**config.mk**
```make
export PLATFORM = sky130hd
export DESIGN_NAME = xadc_drp_scheduler
export DESIGN_NICKNAME = d
export VERILOG_FILES = /design/src/rtl/xadc_drp_scheduler.sv
export SDC_FILE = /design/constraint.sdc
export NUM_CORES = 1
export LEC_CHECK = 0
export BUFFER_PORTS_ARGS = -buffer_cell sky130_fd_sc_hd__clkbuf_2
export CORE_AREA = 4 4 97 99
export CTS_CLUSTER_SIZE = 8
export DETAILED_ROUTE_END_ITERATION = 10
export DIE_AREA = 0 0 101 103
export PLACE_DENSITY = 0.67
export SYNTH_ARGS = -nofsm -noshare
export SYNTH_HDL_FRONTEND = slang
export SYNTH_SLANG_ARGS = --single-unit
```
**constraint.sdc**
```tcl
create_clock -name CLK100MHZ -period 2.8 [get_ports CLK100MHZ]
set_input_delay 0.56 -clock CLK100MHZ [delete_from_list [all_inputs] [get_ports CLK100MHZ]]
set_output_delay 0.56 -clock CLK100MHZ [all_outputs]
set_load 0.02 [all_outputs]
```
**src/rtl/xadc_drp_scheduler.sv**
```systemverilog
// Round-robin XADC DRP reader for VAUX6/7/14/15, paced by end-of-conversion.
// Define AVG4_EN to report the truncated mean of every four samples per slot.
module xadc_drp_scheduler #(
   parameter logic [6:0]  ADDR0   = 7'h16,
   parameter logic [6:0]  ADDR1   = 7'h17,
   parameter logic [6:0]  ADDR2   = 7'h1E,
   parameter logic [6:0]  ADDR3   = 7'h1F,
   parameter int unsigned TIMEOUT = 255
) (
   input  logic        CLK100MHZ,
   input  logic        rst,
   input  logic        en,
   input  logic [3:0]  ch_mask,
   input  logic        eoc_in,
   input  logic        drdy_in,
   input  logic [15:0] do_in,
   output logic [6:0]  daddr_out,
   output logic        den_out,
   output logic        dwe_out,
   output logic [47:0] results_out,
   output logic [11:0] sample_out,
   output logic [1:0]  sample_ch,
   output logic        sample_valid,
   output logic        timeout_err,
   output logic        busy
);

   typedef enum logic [2:0] {
      IDLE, WAIT_EOC, ISSUE, WAIT_RDY, STORE
   } state_t;

   localparam logic [7:0] TMO_LAST = 8'(TIMEOUT - 1);

   state_t      state_q, state_d;
   logic [1:0]  ptr_q, ptr_d;
   logic [6:0]  daddr_q, daddr_d;
   logic [7:0]  cnt_q, cnt_d;
   logic [47:0] res_q, res_d;
   logic [11:0] smp_q, smp_d;
   logic [1:0]  sch_q, sch_d;
   logic        sv_q, sv_d;
   logic        terr_q, terr_d;
   logic        wr;
   logic [11:0] val;
   logic [11:0] smp;
   logic        unused_nibble;

`ifdef AVG4_EN
   logic [13:0] acc_q [4];
   logic [13:0] acc_d [4];
   logic [1:0]  n_q [4];
   logic [1:0]  n_d [4];
   logic [13:0] sum;
`endif

   assign smp = do_in[15:4];
   assign unused_nibble = ^do_in[3:0];

   // First enabled slot after p, wrapping; p itself is the last candidate.
   function automatic logic [1:0] next_slot(
      input logic [1:0] p,
      input logic [3:0] m
   );
      logic [1:0] s;
      logic [1:0] idx;
      s = p;
      for (int i = 4; i >= 1; i--) begin
         idx = p + 2'(i);
         if (m[idx]) s = idx;
      end
      return s;
   endfunction

   function automatic logic [6:0] slot_addr(input logic [1:0] s);
      logic [6:0] a;
      unique case (s)
         2'd0: a = ADDR0;
         2'd1: a = ADDR1;
         2'd2: a = ADDR2;
         default: a = ADDR3;
      endcase
      return a;
   endfunction

   always_comb begin
      state_d = state_q;
      ptr_d   = ptr_q;
      daddr_d = daddr_q;
      cnt_d   = cnt_q;
      res_d   = res_q;
      smp_d   = smp_q;
      sch_d   = sch_q;
      sv_d    = 1'b0;
      terr_d  = 1'b0;
      wr      = 1'b0;
      val     = smp;
`ifdef AVG4_EN
      acc_d = acc_q;
      n_d   = n_q;
      sum   = acc_q[ptr_q] + {2'b00, smp};
`endif
      unique case (state_q)
         IDLE: begin
            if (en && ch_mask != 4'd0) state_d = WAIT_EOC;
         end
         WAIT_EOC: begin
            if (!en || ch_mask == 4'd0) begin
               state_d = IDLE;
            end else if (eoc_in) begin
               ptr_d   = next_slot(ptr_q, ch_mask);
               daddr_d = slot_addr(ptr_d);
               state_d = ISSUE;
            end
         end
         ISSUE: begin
            cnt_d   = 8'd0;
            state_d = WAIT_RDY;
         end
         WAIT_RDY: begin
            cnt_d = cnt_q + 8'd1;
            if (drdy_in) begin
               state_d = STORE;
`ifdef AVG4_EN
               if (n_q[ptr_q] == 2'd3) begin
                  wr            = 1'b1;
                  val           = sum[13:2];
                  acc_d[ptr_q]  = '0;
                  n_d[ptr_q]    = '0;
               end else begin
                  acc_d[ptr_q]  = sum;
                  n_d[ptr_q]    = n_q[ptr_q] + 2'd1;
               end
`else
               wr = 1'b1;
`endif
            end else if (cnt_q == TMO_LAST) begin
               terr_d  = 1'b1;
               state_d = en ? WAIT_EOC : IDLE;
            end
         end
         STORE: begin
            state_d = en ? WAIT_EOC : IDLE;
         end
         default: state_d = IDLE;
      endcase
      // Outputs land on the drdy edge so they coincide with the STORE strobe.
      if (wr) begin
         for (int i = 0; i < 4; i++) begin
            if (ptr_q == 2'(i)) res_d[12*i +: 12] = val;
         end
         smp_d = val;
         sch_d = ptr_q;
         sv_d  = 1'b1;
      end
   end

   always_ff @(posedge CLK100MHZ) begin
      if (rst) begin
         state_q <= IDLE;
         ptr_q   <= 2'd3;
         daddr_q <= ADDR0;
         cnt_q   <= '0;
         res_q   <= '0;
         smp_q   <= '0;
         sch_q   <= '0;
         sv_q    <= 1'b0;
         terr_q  <= 1'b0;
`ifdef AVG4_EN
         acc_q   <= '{default: '0};
         n_q     <= '{default: '0};
`endif
      end else begin
         state_q <= state_d;
         ptr_q   <= ptr_d;
         daddr_q <= daddr_d;
         cnt_q   <= cnt_d;
         res_q   <= res_d;
         smp_q   <= smp_d;
         sch_q   <= sch_d;
         sv_q    <= sv_d;
         terr_q  <= terr_d;
`ifdef AVG4_EN
         acc_q   <= acc_d;
         n_q     <= n_d;
`endif
      end
   end

   assign daddr_out    = daddr_q;
   assign den_out      = (state_q == ISSUE);
   assign dwe_out      = 1'b0;
   assign results_out  = res_q;
   assign sample_out   = smp_q;
   assign sample_ch    = sch_q;
   assign sample_valid = sv_q;
   assign timeout_err  = terr_q;
   assign busy         = (state_q == ISSUE) || (state_q == WAIT_RDY);

endmodule
```
-- Yosys cells after proc, flatten, opt, wreduce, memory -nomap -nowiden
Cells that the tools add are included.
- flip-flop bits (word level): 84
- input port bits: 25
- $add $sub $neg: 4
- magnitude comparators: 3
- equality and inequality tests: 13
- multiplexer cells: 25
- bitwise gates (word level): 2
- reduce and logical (&&, ||, !) cells: 17
- operators with widths (kind ; count):
    8-bit one-hot mux with 2 select lines ; 1
    3-bit two-way mux ; 5
    3-bit one-hot mux with 5 select lines ; 1
    2-bit two-way mux ; 6
    4-bit one-hot mux with 3 select lines ; 1
    2-bit by 3-bit < comparator with 1-bit output, second input constant ; 3
    8-bit by 1-bit adder with 8-bit output, second input constant ; 1
    8-bit equality test, second input constant ; 1
    1-bit two-way mux ; 8
    2-bit AND reduction ; 4
    1-bit binary-select mux with 2-bit select ; 3
    2-bit equality test, second input constant ; 3
    3-bit by 2-bit equality test with 1-bit output, second input constant ; 2
    3-bit != test, second input constant ; 2
    3-bit AND reduction ; 2
    2-bit adder, second input constant ; 2
    2-bit by 1-bit equality test with 1-bit output, second input constant ; 2
    2-bit logical NOT ; 2
    4-bit logical NOT ; 1
    4-bit nonzero test ; 1
    3-bit by 1-bit equality test with 1-bit output, second input constant ; 1
    3-bit equality test, second input constant ; 1
    3-bit logical NOT ; 1
    3-bit OR reduction ; 1
    7 further kinds ; 9

-- Longest topological paths before layout
- depth after elaboration: 11
- gate-level depth with buffers: 9
- depth with buffers taken out: 7

-- Worst setup path before layout
OpenSTA, ideal clock, no wires.
- path kind: register -> register
- start point: reg ptr_q[1]
- end point: reg daddr_q[0], in the netlist daddr_out[0]
- data arrival time: 1942 ps
- data required time: 2712 ps
- slack: 771 ps
- cell stages (with the launch flop): 10
- clock period less this slack: 2029 ps
- cells stage by stage: dfxtp_1 > buf_4 > inv_1 > ha_1 > clkbuf_8 > nor2b_4 > o31a_1 > o32a_1 > and3_4 > nor4_2
- cells in the longest elaborated chain, start to end: 11
- elaborated cells between the ends (all ways): 19
- RTL lines (item ; RTL line ; RTL):
    from (decl) ; 35 ; logic [1:0] ptr_q, ptr_d;
    from (signal assigned) ; 174 ; ptr_q <= ptr_d;
    2-bit adder ; 68 ; idx = p + 2'(i);
    1-bit binary-select mux with 2-bit select ; 69 ; if (m[idx]) s = idx;
    1-bit two-way mux (not written as such) ; 69 ;
    2-bit two-way mux (2 in series) ; 69 ;
    2-bit two-way mux (*) ; 69 ;
    2-bit two-way mux (*) ; 109 ; end else if (eoc_in) begin
    2-bit two-way mux (*) ; 107 ; if (!en || ch_mask == 4'd0) begin
    2-bit two-way mux (*) ; 102 ; unique case (state_q)
    2-bit equality test (tied with other cells) ; 76 ; unique case (s)
    4-bit one-hot mux with 3 select lines (*) ; 76 ;
    to (signal assigned) ; 175 ; daddr_q <= daddr_d;
    to (decl) ; 36 ; logic [6:0] daddr_q, daddr_d;
Mark *: on every way between the ends. The rest lies on a longest branch, timed or not. The select of a mux whose other input is x is not followed.
A chain may end at the register's enable or synchronous reset.

-- Final worst setup path
- start point: reg state_q[2]
- end point: reg res_q[14], in the netlist results_out[14]
- cells in the longest elaborated chain, start to end: 3
- RTL lines (item ; RTL line ; RTL):
    from (decl) ; 34 ; state_t state_q, state_d;
    from (signal assigned) ; 173 ; state_q <= state_d;
    3-bit by 2-bit equality test with 1-bit output ; 102 ;
    1-bit two-way mux ; 102 ;
    2-bit AND reduction (no line) ; n/a ;
    to (signal assigned) ; 177 ; res_q <= res_d;
    to (decl) ; 38 ; logic [47:0] res_q, res_d;
Every way passes these cells.

==> out/metrics.csv <==
metric,value,unit
grt.overflow.total,0,
avgSynthCellArea,7.94,sq um
drt-vias-per-instance,4.98,
mostFrequentLayoutCell,nand2_1,
grt_use_total,16.8,%
drt_pass1_iterations,4,
synth_area,0.00332,sq mm
cts.repair.resized,0,
grt_pass1_vias,2800,
path_max_fanout,13,
path_class,register to register,
yosysUniqueCellTypes,49,
routedWlPerCell,14.1,um
hold-path-endpoint,results_out[26],
antenna_found_initial,0,
num_antenna_cells,0,
grt_pass1_wl,13.9,mm
async_flop_share,0,%
synth_edf_count,0,
status,finished clean,
die_y,103,um
drt_iter0_markers,79,
hold_viol,0,
drc,0,
place_hpwl,6.33,mm
vdd_drop_max,0.261,mV
r2r_end,results_out[14],
cts_tree,built,
dpl_worst_slack,0.656,ns
ys_seq_area_share,47.6,%
h-tree-depth,3,
hold_start,results_out[26],
rr_worst_depth,6,
tns,0,ns
end_kind,register,
synth.area.top_cells,"dfxtp_1, nand2_1, a21oi_1",
final_cell_mix,"nand2_1, clkbuf_2, dfxtp_1, a21oi_1, nor2_1",
cpMaxStageDelayCell,and2_1,
pwr_density_cell,555,mW/mm^2
synth-compound-area-share,16.9,%
core,0.00855,sq mm
whs_path_depth,2,
path_cells,"nand2b_1, inv_2, and3_1, and2_1, nand2_1, a21oi_1",
yosys.area.top_type_share,47.6,%
synth_top_family_by_area,simple AND/OR/NAND/NOR gates,
die_x,101,um
yosysWarnings,0,
root_buffer,clkbuf_8,
leakagePower,1.62,nW
path_clk_slew,0.08,ns
io_pins,99,
numCtsBuffers,9,
fin_crit_sh,78.5,%
area_delta_synth_final,20.1,%
cpPeakStageDelay,0.47,ns
clk_latency,0.34,ns
grt_max_degree,39,
synth_ff_type,dfxtp_1,
muxShareOfSynthArea,1.73,%
dieArea,0.0104,sq mm
clockBufferDepth,2,
yosys.area_share.simple,24.9,%
crit_path_start_kind,register,
tightest_slew,0.624,ns
placementRows,34,
ff2ff_setup_slack,0.60,ns
ys_ff_latch,79,
fmax,0.455,GHz
maxSlewViolCount,0,
nets,525,
cp.arrival,2.47,ns
skew,0.00851,ns
drv_cap,0,
finalSetupViolations,0,
cts_hold_buf,0,
clock_sinks,79,
wl,8.56,mm
rsz0062_at_grt,false,
critPathRequiredTime,3.07,ns
max-slew-margin-rel,58.3,%
post-cts-setup-buffers,0,
regToRegStartpoint,state_q[2],
period_minus_slack,2.20,ns
vias,3021,
numPortBuffers,88,
synthAdderAreaFrac,2.26,%
hold_path.class,register to register,
gp_congestion,0.794,
drive_above_1_share,23.6,%
start_util,38.8,%
postRouteAntennaNets,0,
yosysTopAreaCell,dfxtp_1,
worst_slack,0.601,ns
syn_inst,418,
synth_xor_area_share,0,%
-- through the flow --
step / hold slack, ns / instances / cell area [sq um] / util [%] / total power, mW
final: 0.458 / 607 / 3990 / 46.6 / 2.21
after global routing: 0.451 / 607 / 3990 / 46.6 / 2.32
after CTS: 0.445 / 607 / 3990 / 46.6 / 2.24
after detailed placement: 0.447 / 591 / 3760 / 44.0 / 1.31
after global placement: 0.442 / 591 / 3760 / 44.0 / 1.31
after floorplan: 0.476 / 422 / 3330 / - / 1.26
-- routing by layer --
layer	track usage (%)	part of all wire, %	up-vias
met5	0	0	-
met4	4.70	1.1	0
met3	4.80	7.1	8
met2	27.1	46	95
met1	22.0	46	1384
li1	-	-	1534
-- critical path: cells and delay by family, from the launching register on --
family                 cells  cell delay [ns]
AO/OA/AOI/OAI              1             0.15
buffers and inverters      1             0.22
flip-flops                 1             0.36
AND/OR/NAND/NOR            4             1.40
-- synth_stat cells (2+ instances only) --
master	count
a21oi_1	72
nand2b_1	4
inv_1	6
nor4_1	3
nor3_1	5
and4_1	2
clkbuf_1	13
nor3b_1	2
nand3_1	4
o22ai_1	2
a22oi_1	3
and2_1	4
nor2_1	24
mux2_2	2
ha_1	6
a21o_1	3
buf_2	5
nand2_1	134
buf_4	12
conb_1	2
o32a_1	2
dfxtp_1	79
mux2i_1	2
and3_1	2
-- area by class of cell --
| class | instances | area, sq um |
|---|---|---|
| fillers | 847 | 4560 |
| flip-flops and latches | 79 | 1580 |
| multi-input cells | 304 | 1540 |
| repair buffers | 93 | 478 |
| well taps | 108 | 135 |
| clock buffers | 10 | 128 |
| clock inverters | 6 | 93.8 |
| inverters | 7 | 26.3 |
-- sequential cells by signal, summed over array words and instances (netlist names) --
register,flops
ptr_q,2
daddr_out,2
cnt_q,8
sample_valid,1
results_out,48
sample_out,12
state_q,3
sample_ch,2
timeout_err,1
-- cells by family (layout without fill, tap and decap cells) --
kind of cell	Yosys count	after routing
AO/OA/AOI/OAI	96	96
other	2	6
buffers and inverters	39	116
multiplexers	5	5
adder cells (fa/ha/maj)	6	6
flip-flops	79	79
AND/OR/NAND/NOR	191	191
-- power by group --
part | switching (mW) | internal, mW
clock | 0.419 | 0.508
sequential | 0.00965 | 1.13
combinational | 0.0985 | 0.0471
-- worst max-delay path by stage --
stage,to,slack (ns),depth (start not counted),start
floorplan,daddr_out[0],0.77,9,ptr_q[1]
global placement,results_out[4],0.72,6,state_q[2]
detailed placement,results_out[27],0.66,6,state_q[2]
CTS,results_out[14],0.64,6,state_q[2]
global route,results_out[11],0.32,6,state_q[1]
finish,results_out[14],0.60,6,state_q[2]
Power figures use the tool's default switching activity.
